$ cat config.mk
export PLATFORM = sky130hd
export DESIGN_NAME = handshake_fifo_break_dv
export DESIGN_NICKNAME = d
export VERILOG_FILES = /design/src/rtl/handshake_fifo_break_dv.sv
export SDC_FILE = /design/constraint.sdc
export NUM_CORES = 1
export LEC_CHECK = 0
export BUFFER_PORTS_ARGS = -buffer_cell sky130_fd_sc_hd__buf_2
export CORE_MARGIN = 2
export CORE_UTILIZATION = 55
export CTS_CLUSTER_DIAMETER = 50
export CTS_CLUSTER_SIZE = 20
export DETAILED_ROUTE_END_ITERATION = 7
export HOLD_SLACK_MARGIN = 0.08
export PLACE_DENSITY_LB_ADDON = 0.12
export SLEW_MARGIN = 10
export SYNTH_ARGS = -nofsm -noshare
export SYNTH_HDL_FRONTEND = slang
export SYNTH_SLANG_ARGS = --single-unit
$ cat constraint.sdc
create_clock -name clk -period 5.1 [get_ports clk]
set_input_delay 0.51 -clock clk [delete_from_list [all_inputs] [get_ports clk]]
set_output_delay 0.51 -clock clk [all_outputs]
set_load 0.02 [all_outputs]
$ cat src/rtl/handshake_fifo_break_dv.sv
// Valid/ready FIFO that breaks both handshake paths: ins_ready and outs/outs_valid come only from registers.
// Latency: 1 cycle from push to head when empty. Backpressure: ins_ready drops only when all DEPTH slots hold tokens.
module handshake_fifo_break_dv #(
  parameter int DATA_WIDTH = 32,
  parameter int DEPTH      = 4
) (
  input  logic                  clk,
  input  logic                  rst,
  input  logic [DATA_WIDTH-1:0] ins,
  input  logic                  ins_valid,
  output logic                  ins_ready,
  output logic [DATA_WIDTH-1:0] outs,
  output logic                  outs_valid,
  input  logic                  outs_ready
);

  localparam int PW = (DEPTH > 1) ? $clog2(DEPTH) : 1;
  localparam int CW = $clog2(DEPTH + 1);

  logic [DATA_WIDTH-1:0] mem [DEPTH];
  logic [PW-1:0]         wp;
  logic [PW-1:0]         rp;
  logic [CW-1:0]         cnt;
  logic                  push;
  logic                  pop;

  assign ins_ready  = (cnt != CW'(DEPTH));
  assign outs_valid = (cnt != '0);
  assign outs       = mem[rp];

  assign push = ins_valid & ins_ready;
  assign pop  = outs_valid & outs_ready;

  // Storage is deliberately left out of reset; cnt alone decides what is valid.
  always_ff @(posedge clk) begin
    if (push) begin
      mem[wp] <= ins;
    end
  end

  // Pointers wrap explicitly at DEPTH-1 so non-power-of-two depths work.
  always_ff @(posedge clk or negedge rst) begin
    if (!rst) begin
      wp  <= '0;
      rp  <= '0;
      cnt <= '0;
    end else begin
      if (push) begin
        wp <= (wp == PW'(DEPTH - 1)) ? '0 : wp + PW'(1);
      end
      if (pop) begin
        rp <= (rp == PW'(DEPTH - 1)) ? '0 : rp + PW'(1);
      end
      case ({push, pop})
        2'b10:   cnt <= cnt + CW'(1);
        2'b01:   cnt <= cnt - CW'(1);
        default: cnt <= cnt;
      endcase
    end
  end

endmodule
## Word-level counts from Yosys, hierarchy flattened

Memory sizes are Yosys's and may differ from the RTL's.
Index checks and enable logic that the tools add are counted.

- Register bits: 7
- Word-level logic and storage cells: 22
- RAM bits: 128
- Output and inout port bits: 34
- Bits of input ports: 36
- Memories kept: 1

- Add/sub/neg operators: 4
- Bitwise logic cells: 2
- Reductions and logical operators: 2
- Eq/ne operators: 5
- Muxes and demuxes: 5

Memory list:

| memory | depth | width | read ports | clocked after memory_dff | wr ports | line | text |
|---|---|---|---|---|---|---|---|
| mem | 4 | 32 | 1 | 0 | 1 | 20 | `logic [DATA_WIDTH-1:0] mem [DEPTH];` |

Operator list:

| kind | count |
|---|---|
| $eq 2x2->1 const B | 3 |
| $pmux 3 s2 | 1 |
| $add 2x1->2 const B | 2 |
| $mux 2 | 2 |
| $add 3x1->3 const B | 1 |
| $ne 3x3->1 const B | 1 |
| $reduce_bool 3->1 | 1 |
| $sub 3x1->3 const B | 1 |
| $and 1x1->1 | 2 |
| $eq 2x1->1 const B | 1 |
| $mux 1 | 2 |
| $reduce_bool 2->1 | 1 |

## Logic depth before layout (Yosys ltp)

Gate-level depths: netlist (run 1).

- Depth after elaboration: 4
- Mapped depth: 9
- Mapped depth without buffers: 9

## Least setup slack after synthesis (run 1)

Ideal clock, no wire load.

- Path type: register to register
- Start point: register cnt[0]
- End point: register cnt[2]
- Cell stages (with the launch flop): 10
- Library setup time: 0.079 ns
- Period minus slack after synthesis: 2.119 ns
- Path buffers: 0
- Path slack: 2.981 ns
- Data arrival time: 2.039 ns
- Required time: 5.021 ns
- Path through: dfrtp_1 or3b_4 and2_4 inv_1 ha_1 inv_1 fa_1 xor2_1 nor2_1 xor2_1

- Cells in the longest elaborated chain, start to end: 4
- Elaborated cells between the ends (all ways): 10
- Classes of those cells: add/sub (2); eq/ne (3); mux (1); bitwise (2); reduce/logical (2)

Ends and longest elaborated chain:

| item | line | text |
|---|---|---|
| start: declaration | 23 | `logic [CW-1:0] cnt;` |
| start signal: assignment | 55 | `2'b10: cnt <= cnt + CW'(1);` |
| start signal: assignment | 56 | `2'b01: cnt <= cnt - CW'(1);` |
| start signal: assignment | 57 | `default: cnt <= cnt;` |
| $ne 3x3->1 * | 27 | `assign ins_ready = (cnt != CW'(DEPTH));` |
| net ins_ready | 11 | `output logic ins_ready,` |
| $and 1x1->1 * | 31 | `assign push = ins_valid & ins_ready;` |
| $eq 2x1->1 or $eq 2x2->1 (tied branches) | 54 | `case ({push, pop})` |
| $pmux 3 s2 or $reduce_bool 2->1 (tied branches) | n/a |  |

Mark *: on every way through the listed nets, which the timed path passes. The rest lies on a longest branch.
A chain may end at the register's enable or synchronous reset.

## Worst setup path after layout (run 1)

- Start point: register rp[0]
- End point: output outs[0]

- Cells in the longest elaborated chain, start to end: 1

Ends and longest elaborated chain:

| item | line | text |
|---|---|---|
| start: declaration | 22 | `logic [PW-1:0] rp;` |
| start signal: assignment | 52 | `rp <= (rp == PW'(DEPTH - 1)) ? '0 : rp + PW'(1);` |
| $mem_v2 4x32 | n/a |  |
| end: declaration | 12 | `output logic [DATA_WIDTH-1:0] outs,` |

No other way between the ends.

==> results_dict.tcl, run 1 <==
set metrics [dict create \
    post-dp-hpwl_um 4640 \
    timing.critical_path.slowest_cell_delay_ns 0.59 \
    met2_layer_wire_length_in_the_routed_design_um 4220 \
    final_common_cell "sky130_fd_sc_hd__edfxtp_1" \
    core.rowCount 35 \
    layout.cells.most_common_list "sky130_fd_sc_hd__edfxtp_1 (128), sky130_fd_sc_hd__buf_2 (69), sky130_fd_sc_hd__mux4_2 (32), sky130_fd_sc_hd__clkbuf_16 (16), sky130_fd_sc_hd__inv_1 (7)" \
    dpl-instance-area_sq_mm 0.00552 \
    worst_path_max_delay_cell "sky130_fd_sc_hd__mux4_2" \
    clockRootBuffer "sky130_fd_sc_hd__clkbuf_8" \
    globalRouteTotalUtil_pct 17.7 \
    reg2reg_setup_slack_ns 2.87 \
    grt_setup_unrepaired "no" \
    postRouteAntennaNets 0 \
    global_route_wire_length_before_repair_um 12800 \
    worst_slew_pin_slew_ns 0.867 \
    detail_route.first_pass.iterations 4 \
    final-max-slew-violation-count 0 \
    final.min_clock_period_ns 2.86 \
    netlist_top_cells_area "sky130_fd_sc_hd__edfxtp_1 (76%), sky130_fd_sc_hd__mux4_2 (14%), sky130_fd_sc_hd__dfrtp_1 (3.5%), sky130_fd_sc_hd__ha_1 (1.5%), sky130_fd_sc_hd__and3_2 (0.59%)" \
    cts_htree_levels 4 \
    setup_ws_ns 2.24 \
    avgRoutedWirePerCell_um 19.8 \
    crit_path_start_kind "flop" \
    clock_tree_from_tritoncts "built" \
    start_util_pct 55.6 \
    die_width_um 100 \
    hold_path_class "input pin to flop" \
    yosysSeqAreaShare_pct 79.3 \
    yosysTopAreaCellShare_pct 75.9 \
    post_cts_resize_count 0 \
    initialDrtViolationCount 111 \
    report.final.hold_viol_count 0 \
    place_ws_ns 2.67 \
    largest_net_degree_at_the_start_of_global_routing 35 \
    met3_length_um 265 \
    global_route.overflow_total 0 \
    cts.sink_count 135 \
    finalSetupViolations 0 \
    viasPerCell 5.52 \
    skew_ns 0.0132 \
    critPathMaxFanout 24 \
    routabilityCongestion 0.683 \
    critical_path_class "flop to output pin" \
    design_area_sq_mm 0.00616 \
    fin_nets 333 \
    synthesis.area_sq_mm 0.00507 \
    synth_top_cell_by_area "sky130_fd_sc_hd__edfxtp_1" \
    slew_headroom_pct 42.2 \
    drt_wl_total_um 8180 \
    fmaxAchievable_ghz 0.350 \
    detailroute.via_count 2284 \
    synth_warnings 0 \
    chipHeight_um 100 \
    critical_path.cell_chain "buf_4 > mux4_2 > buf_2" \
    drive_above_1_share_pct 47.9 \
    highest-signal-layer "met4" \
    postLayoutCoreUtil_pct 67.7 \
    post-route-drc-count 0 \
    power.static_leakage_nw 2.20 \
    power_density_mw_per_mm2 645 \
    m1WireLength_um 3660 \
    filler_cell_count 578 \
    clockBufferDepth 2 \
    status "finished, final reports clean" \
    cts_made_buffers 17 \
    flop_and_latch_count_out_of_synthesis 135 \
    core_area_sq_mm 0.00911 \
    via_count_of_the_first_global_routing_pass 2452 \
    final_clock_period_utilization_by_the_worst_path_pct 56.0 \
    insertion_delay_ns 0.49 \
    clk_transition_reported_paths_ns 0.06 \
    cp_data_arrival_time_ns 2.35 \
    vdd_drop_max_uv 510 \
    floorplan.die_area_sq_mm 0.0100 \
    maxCapViolCount 0 \
    synthesis.instances 208 \
    fin_tns_setup_ns 0 \
    diodes 0 \
    worst-endpoint-required_ns 4.59 \
    worst_setup_path_end_kind "output pin" \
    yosysUniqueCellTypes 20 \
    synth_nets 251 \
    antenna_found_initial 0 \
    synthesis.area_per_instance_sq_um 24.4 \
    place.port_buffers 69 \
    area_added_between_synthesis_and_finish_pct 21.7 \
    floorplan.io_pins 70 \
]
## critical path: cells and delay by family (launching register included)
family / cells / cell delay [ns]
multiplexers: 1 / 0.59
flip-flops: 1 / 0.58
buffers and inverters: 2 / 0.67
## timing repair
action                                 CTS  global route
hold buffers                             1             0
endpoints found under the hold margin    7             0
setup buffers                            0             0
## Yosys cell counts (all sizes together)
library cell,n
edfxtp,128
mux4,32
dfrtp,7
inv,7
buf,6
ha,6
and3,4
mux2,4
nor2,3
clkbuf,2
xor2,2
and2,1
fa,1
mux2i,1
nand2,1
or3,1
or3b,1
xnor2,1
## layer usage
layer | up-vias | track usage (%)
met3 | 2 | 5.15
li1 | 1034 | -
met2 | 51 | 29.0
met1 | 1197 | 23.4
met5 | - | 0
met4 | 0 | 5.37
## power breakdown
part	internal [mW]	switching, mW
Combinational	0.476	0.594
Clock	0.847	0.444
Sequential	1.48	0.138
Total	2.80	1.18
## stage by stage
| step | instances | power (mW) | hold WS [ns] |
|---|---|---|---|
| after global placement | 381 | 2.71 | 0.358 |
| after detailed placement | 381 | 2.73 | 0.358 |
| after CTS | 414 | 4.03 | 0.214 |
| after floorplan | 208 | 2.40 | 0.214 |
| final | 414 | 3.97 | 0.237 |
| after global routing | 414 | 4.15 | 0.204 |
## state kept, by name, summed over array words and instances, names as in the netlist
| register | cells |
|---|---|
| mem | 128 |
| rp | 2 |
| cnt | 3 |
| wp | 2 |
## layout make-up
class | count | area [sq um] | share of cell area [%]
inverters | 7 | 26.3 | 0.426
multi-input cells | 58 | 977 | 15.9
clock inverters | 15 | 224 | 3.63
repair buffers | 71 | 363 | 5.89
flip-flops and latches | 135 | 4020 | 65.2
well taps | 111 | 139 | 2.25
clock buffers | 17 | 414 | 6.72
## kinds of logic (layout without fill, tap and decap cells)
group,after synthesis,after routing,synth area share (%)
flip-flops,135,135,79.3
AND/OR/NAND/NOR,11,11,1.43
buffers and inverters,15,110,1.41
XOR/XNOR,3,3,0.519
adder cells (fa/ha/maj),7,7,1.88
multiplexers,37,37,15.5
## worst paths after layout
path | cells past startpoint | to | from
worst max-delay path | 3 | outs[0] | rp[0]
min in group asynchronous | 2 | wp[1] | rst
worst min-delay path | 1 | mem[1][28] | ins[28]
max in group asynchronous | 2 | rp[0] | rst
worst min register to register | 1 | cnt[2] | cnt[2]
worst max register to register | 9 | cnt[2] | cnt[0]
(Power assumes the default switching activity.)
==> run 2: changes to the inputs <==
==> constraint.sdc (replaced) <==
create_clock -name clk -period 2.7 [get_ports clk]
set_input_delay 0.27 -clock clk [delete_from_list [all_inputs] [get_ports clk]]
set_output_delay 0.27 -clock clk [all_outputs]
set_load 0.02 [all_outputs]
==> run 2 against run 1 <==
- design area is 4.2% higher
- worst hold slack worse by 0.12 ns
- sequential share of layout area is 2.6 points lower
- combinational power is 99% higher
- flip-flop and latch count stayed put
- global-route usage is 1.2 points higher
- clock skew is 0.0084 ns lower
- highest routed layer unchanged
==> results_dict.tcl, run 2 (synthesized netlist as in run 1, its figures left out) <==
set metrics [dict create \
    cell_internal_pwr_mw 4.98 \
    clk_transition_reported_paths_ns 0.06 \
    critPathMaxFanout 18 \
    power.static_leakage_nw 2.31 \
    fin_tns_setup_ns 0 \
    cts.sink_count 135 \
    final-max-slew-violation-count 0 \
    detailroute.via_count 2416 \
    area_added_between_synthesis_and_finish_pct 26.8 \
    viasPerCell 5.40 \
    largest_reg_flops 128 \
    final_common_cell "sky130_fd_sc_hd__edfxtp_1" \
    pwr-share-seq_pct 42.1 \
    crit_path_start_kind "flop" \
    global_route.overflow_total 0 \
    final.min_clock_period_ns 2.40 \
    combinationalPowerShare_pct 29.4 \
    post_cts_setup_driven_buffer_insertion_count 0 \
    core_area_sq_mm 0.00911 \
    grt_setup_unrepaired "no" \
    worst-endpoint-required_ns 2.43 \
    finalSetupViolations 0 \
    report.final.hold_viol_count 0 \
    post-route-drc-count 0 \
    final_clock_period_utilization_by_the_worst_path_pct 89.1 \
    fin_worst_hold_slack_ns 0.121 \
    worst_setup_path_end_kind "output pin" \
    fmaxAchievable_ghz 0.416 \
    place_ws_ns 0.510 \
    avgRoutedWirePerCell_um 18.8 \
    slew_headroom_pct 41.8 \
    initialDrtViolationCount 120 \
    die_width_um 100 \
    fin_nets 366 \
    critical_path_class "flop to output pin" \
    globalRouteTotalUtil_pct 18.8 \
    clock_tree_from_tritoncts "built" \
    cts_htree_levels 4 \
    core.rowCount 35 \
    postLayoutCoreUtil_pct 70.5 \
    chipHeight_um 100 \
    floorplan.die_area_sq_mm 0.0100 \
    postRouteAntennaNets 0 \
    largest-register "mem" \
    drive_above_1_share_pct 43.8 \
    p_sw_share_pct 31.2 \
    regToRegStartpoint "cnt[0]" \
    cp_data_arrival_time_ns 2.13 \
    drt_wl_total_um 8400 \
    global_route_wire_length_before_repair_um 13300 \
    antenna_found_initial 0 \
    via_count_of_the_first_global_routing_pass 2627 \
    floorplan.io_pins 70 \
    worst_slew_pin_slew_ns 0.873 \
    cts_made_buffers 17 \
    layout.cells.most_common_list "sky130_fd_sc_hd__edfxtp_1 (128), sky130_fd_sc_hd__buf_2 (69), sky130_fd_sc_hd__dlygate4sd3_1 (33), sky130_fd_sc_hd__mux4_2 (32), sky130_fd_sc_hd__clkbuf_16 (16)" \
    routabilityCongestion 0.718 \
    status "finished, final reports clean" \
    clockRootBuffer "sky130_fd_sc_hd__clkbuf_8" \
    switchingPower_mw 2.26 \
    power_density_mw_per_mm2 1130 \
    skew_ns 0.00473 \
    reg2reg_setup_slack_ns 0.51 \
    start_util_pct 55.6 \
    layout_top_registers "mem (128), cnt (3)" \
    number_of_cell_instances_on_the_worst_register_to_register_path 9 \
    insertion_delay_ns 0.51 \
    vdd_drop_max_uv 1120 \
    place.port_buffers 69 \
    largest_net_degree_at_the_start_of_global_routing 33 \
    clock_power_share_pct 28.5 \
    maxCapViolCount 0 \
    post-dp-hpwl_um 4720 \
    clockBufferDepth 2 \
    diodes 0 \
    hold_path_class "input pin to asynchronous set/reset pin" \
    setup_ws_ns 0.295 \
    detail_route.first_pass.iterations 4 \
    timing.rr.end "cnt[2]" \
]
[run 2: metal layers]
metal	routed length (um)	GRT usage, %	vias up
met5	0	0	-
met4	74	6.01	0
met3	411	6.75	8
met2	4410	31.1	59
met1	3500	23.7	1247
li1	-	-	1102
[run 2: area by class of cell]
type                            count  area, sq um
Clock inverter                     15          128
Inverter                            7         26.3
Multi-Input combinational cell     58          977
Fill cell                         575         2690
Clock buffer                       17          414
Tap cell                          111          139
Sequential cell                   135         4020
Timing Repair Buffer              104          716
[run 2: per-stage QoR]
step | area (sq um) | std cells | total power, mW
finish | 6420 | 447 | 7.24
global route | 6420 | 447 | 7.61
CTS | 6420 | 447 | 7.33
detailed placement | 5550 | 382 | 5.22
global placement | 5550 | 382 | 5.18
floorplan | 5070 | 208 | 4.53
[run 2: how the worst max path moves through the flow]
| stage | to | from | cells after the start |
|---|---|---|---|
| floorplan | cnt[2] | cnt[0] | 9 |
| global placement | cnt[2] | cnt[0] | 9 |
| detailed placement | cnt[2] | cnt[0] | 9 |
| CTS | outs[31] | rp[0] | 3 |
| global route | outs[0] | rp[0] | 3 |
| finish | outs[0] | rp[0] | 3 |
[run 2: critical path, cell delays in order (launching register included)]
cell and delay, ns:
sky130_fd_sc_hd__dfrtp_4 0.68, sky130_fd_sc_hd__buf_12 0.24, sky130_fd_sc_hd__mux4_2 0.53, sky130_fd_sc_hd__buf_2 0.18
[run 2: power groups by stage]
stage          sequential [mW]  clock [mW]  combinational, mW
2_1_floorplan             2.90           0               1.63
3_3_place_gp              3.07           0               2.11
3_5_place_dp              3.10           0               2.12
4_1_cts                   3.06        2.10               2.17
5_1_grt                   3.11        2.21               2.29
6_report                  3.05        2.06               2.13
[run 2: what timing repair did]
action                                  in CTS  in global routing
hold endpoints to repair                   135                  0
endpoints found under the setup margin       0                 10
hold buffers                                33                  0
gates resized for setup                      0                  1
==> run 3: changes to the inputs <==
--- a/config.mk
+++ b/config.mk
@@ -6,12 +6,10 @@
 export NUM_CORES = 1
 export LEC_CHECK = 0
 export BUFFER_PORTS_ARGS = -buffer_cell sky130_fd_sc_hd__buf_2
-export CORE_MARGIN = 2
 export CORE_UTILIZATION = 55
 export CTS_CLUSTER_DIAMETER = 50
 export CTS_CLUSTER_SIZE = 20
 export DETAILED_ROUTE_END_ITERATION = 7
-export HOLD_SLACK_MARGIN = 0.08
 export PLACE_DENSITY_LB_ADDON = 0.12
 export SLEW_MARGIN = 10
 export SYNTH_ARGS = -nofsm -noshare
==> run 3 against run 2 <==
- the flow now finishes with violations (design-rule violations)
- clock power barely moved
- utilization rose by 2.2 points
- sequential share of layout area rose by 0.17 points
- largest power group unchanged
- routed wire length rose by 0.18%
==> results_dict.tcl, run 3 (synthesized netlist as in run 1, its figures left out) <==
set metrics [dict create \
    status "complete, but fails checks" \
    failing_checks "design-rule violations" \
    post-dp-hpwl_um 4560 \
    cts.sink_count 135 \
    chipHeight_um 98.0 \
    worst_slew_pin_slew_ns 0.890 \
    detailroute.via_count 2388 \
    fin_tns_setup_ns 0 \
    fin_total_pwr_mw 7.23 \
    avgRoutedWirePerCell_um 19.0 \
    maxCapViolCount 0 \
    reg2reg_setup_slack_ns 0.54 \
    cp_data_arrival_time_ns 2.24 \
    cts_htree_levels 4 \
    vdd_drop_max_uv 812 \
    floorplan.io_pins 70 \
    crit_path_start_kind "flop" \
    floorplan.die_area_sq_mm 0.00960 \
    largest_net_degree_at_the_start_of_global_routing 35 \
    routabilityCongestion 0.656 \
    layout_top_registers "mem (128), cnt (3)" \
    die_width_um 98.0 \
    setup_ws_ns 0.187 \
    skew_ns 0.00742 \
    final_common_cell "sky130_fd_sc_hd__edfxtp_1" \
    critical_path_class "flop to output pin" \
    regToRegStartpoint "cnt[0]" \
    multi_input_comb_area_sq_um 977 \
    finalSetupViolations 0 \
    largest_reg_flops 128 \
    timing.rr.end "cnt[2]" \
    slew_headroom_pct 40.6 \
    antenna_found_initial 0 \
    filler_cell_count 522 \
    post_cts_setup_driven_buffer_insertion_count 0 \
    fmaxAchievable_ghz 0.398 \
    global_route_wire_length_before_repair_um 13600 \
    final-max-slew-violation-count 0 \
    core.rowCount 34 \
    report.final.hold_viol_count 0 \
    diodes 0 \
    start_util_pct 57.5 \
    power.static_leakage_nw 2.30 \
    viasPerCell 5.39 \
    post-route-drc-count 2 \
    worst-endpoint-required_ns 2.43 \
    register_area_sq_mm 0.00402 \
    largest-register "mem" \
    power_density_mw_per_mm2 1130 \
    fin_nets 365 \
    layout.cells.most_common_list "sky130_fd_sc_hd__edfxtp_1 (128), sky130_fd_sc_hd__buf_2 (69), sky130_fd_sc_hd__dlygate4sd3_1 (33), sky130_fd_sc_hd__mux4_2 (32), sky130_fd_sc_hd__clkbuf_16 (16)" \
    insertion_delay_ns 0.50 \
    grt_setup_unrepaired "no" \
    core_area_sq_mm 0.00881 \
    drt_wl_total_um 8410 \
    detail_route.first_pass.iterations 6 \
    cts_made_buffers 17 \
    clk_transition_reported_paths_ns 0.06 \
    via_count_of_the_first_global_routing_pass 2679 \
    global_route.overflow_total 0 \
    hold_path_class "input pin to asynchronous set/reset pin" \
    clockRootBuffer "sky130_fd_sc_hd__clkbuf_8" \
    place.port_buffers 69 \
    drive_above_1_share_pct 43.3 \
    globalRouteTotalUtil_pct 19.8 \
    worst_setup_path_end_kind "output pin" \
    final.min_clock_period_ns 2.51 \
    place_ws_ns 0.556 \
    area_added_between_synthesis_and_finish_pct 26.3 \
    critPathMaxFanout 18 \
    final_clock_period_utilization_by_the_worst_path_pct 93.1 \
    clockBufferDepth 2 \
    number_of_cell_instances_on_the_worst_register_to_register_path 9 \
    postRouteAntennaNets 0 \
    clock_tree_from_tritoncts "built" \
    initialDrtViolationCount 82 \
]
run 3: changes by cell type in the layout (fill, tap and decap cells not counted), sizes merged:
| cell | delta |
|---|---|
| buf | -1 |
| clkinvlp | -2 |
| clkbuf | +2 |
| clkinv | +1 |
| inv | -1 |
run 3: critical path, cell delays in order, from the launching register on:
cell,delay [ns]
sky130_fd_sc_hd__dfrtp_2,0.75
sky130_fd_sc_hd__buf_12,0.27
sky130_fd_sc_hd__mux4_2,0.53
sky130_fd_sc_hd__buf_2,0.18
run 3: report_power, final:
group | internal, mW | switching [mW]
Sequential | 2.79 | 0.294
Combinational | 0.952 | 1.12
Clock | 1.23 | 0.851
run 3: final cells by class:
class                   instances  share of cell area (%)
inverters                       7                   0.410
flip-flops and latches        135                    62.8
multi-input cells              58                    15.3
clock buffers                  19                    6.59
clock inverters                13                    1.95
well taps                     108                    2.11
repair buffers                103                    10.9
run 3: routing by layer:
metal / part of all wire (%) / vias up / track usage [%]
li1: - / 1102 / -
met1: 44 / 1218 / 26.3
met2: 50 / 64 / 30.8
met3: 4.5 / 4 / 6.16
met4: 0.95 / 0 / 8.51
met5: 0 / - / 0
run 3: metrics by stage:
stage          utilization [%]  instances  hold WS [ns]  cell area, sq um
6_report                  72.7        443         0.131              6400
5_1_grt                   72.7        443         0.125              6400
4_1_cts                   72.7        443         0.102              6400
3_5_place_dp              62.7        378         0.114              5530
3_3_place_gp              62.7        378         0.114              5530
2_1_floorplan                -        208       -0.0256              5070
run 3: how the worst max path moves through the flow:
| stage | from | endpoint | slack (ns) |
|---|---|---|---|
| global placement | cnt[0] | cnt[2] | 0.60 |
| detailed placement | cnt[0] | cnt[2] | 0.56 |
| finish | rp[0] | outs[18] | 0.19 |
| CTS | rp[0] | outs[18] | 0.12 |
| global route | rp[0] | outs[31] | 0.03 |
| floorplan | cnt[0] | cnt[2] | 0.58 |
run 3: what timing repair did:
| action | 4_1_cts | 5_1_grt |
|---|---|---|
| endpoints found under the hold margin | 135 | 0 |
| gates resized for setup | 0 | 0 |
| hold buffers | 33 | 0 |
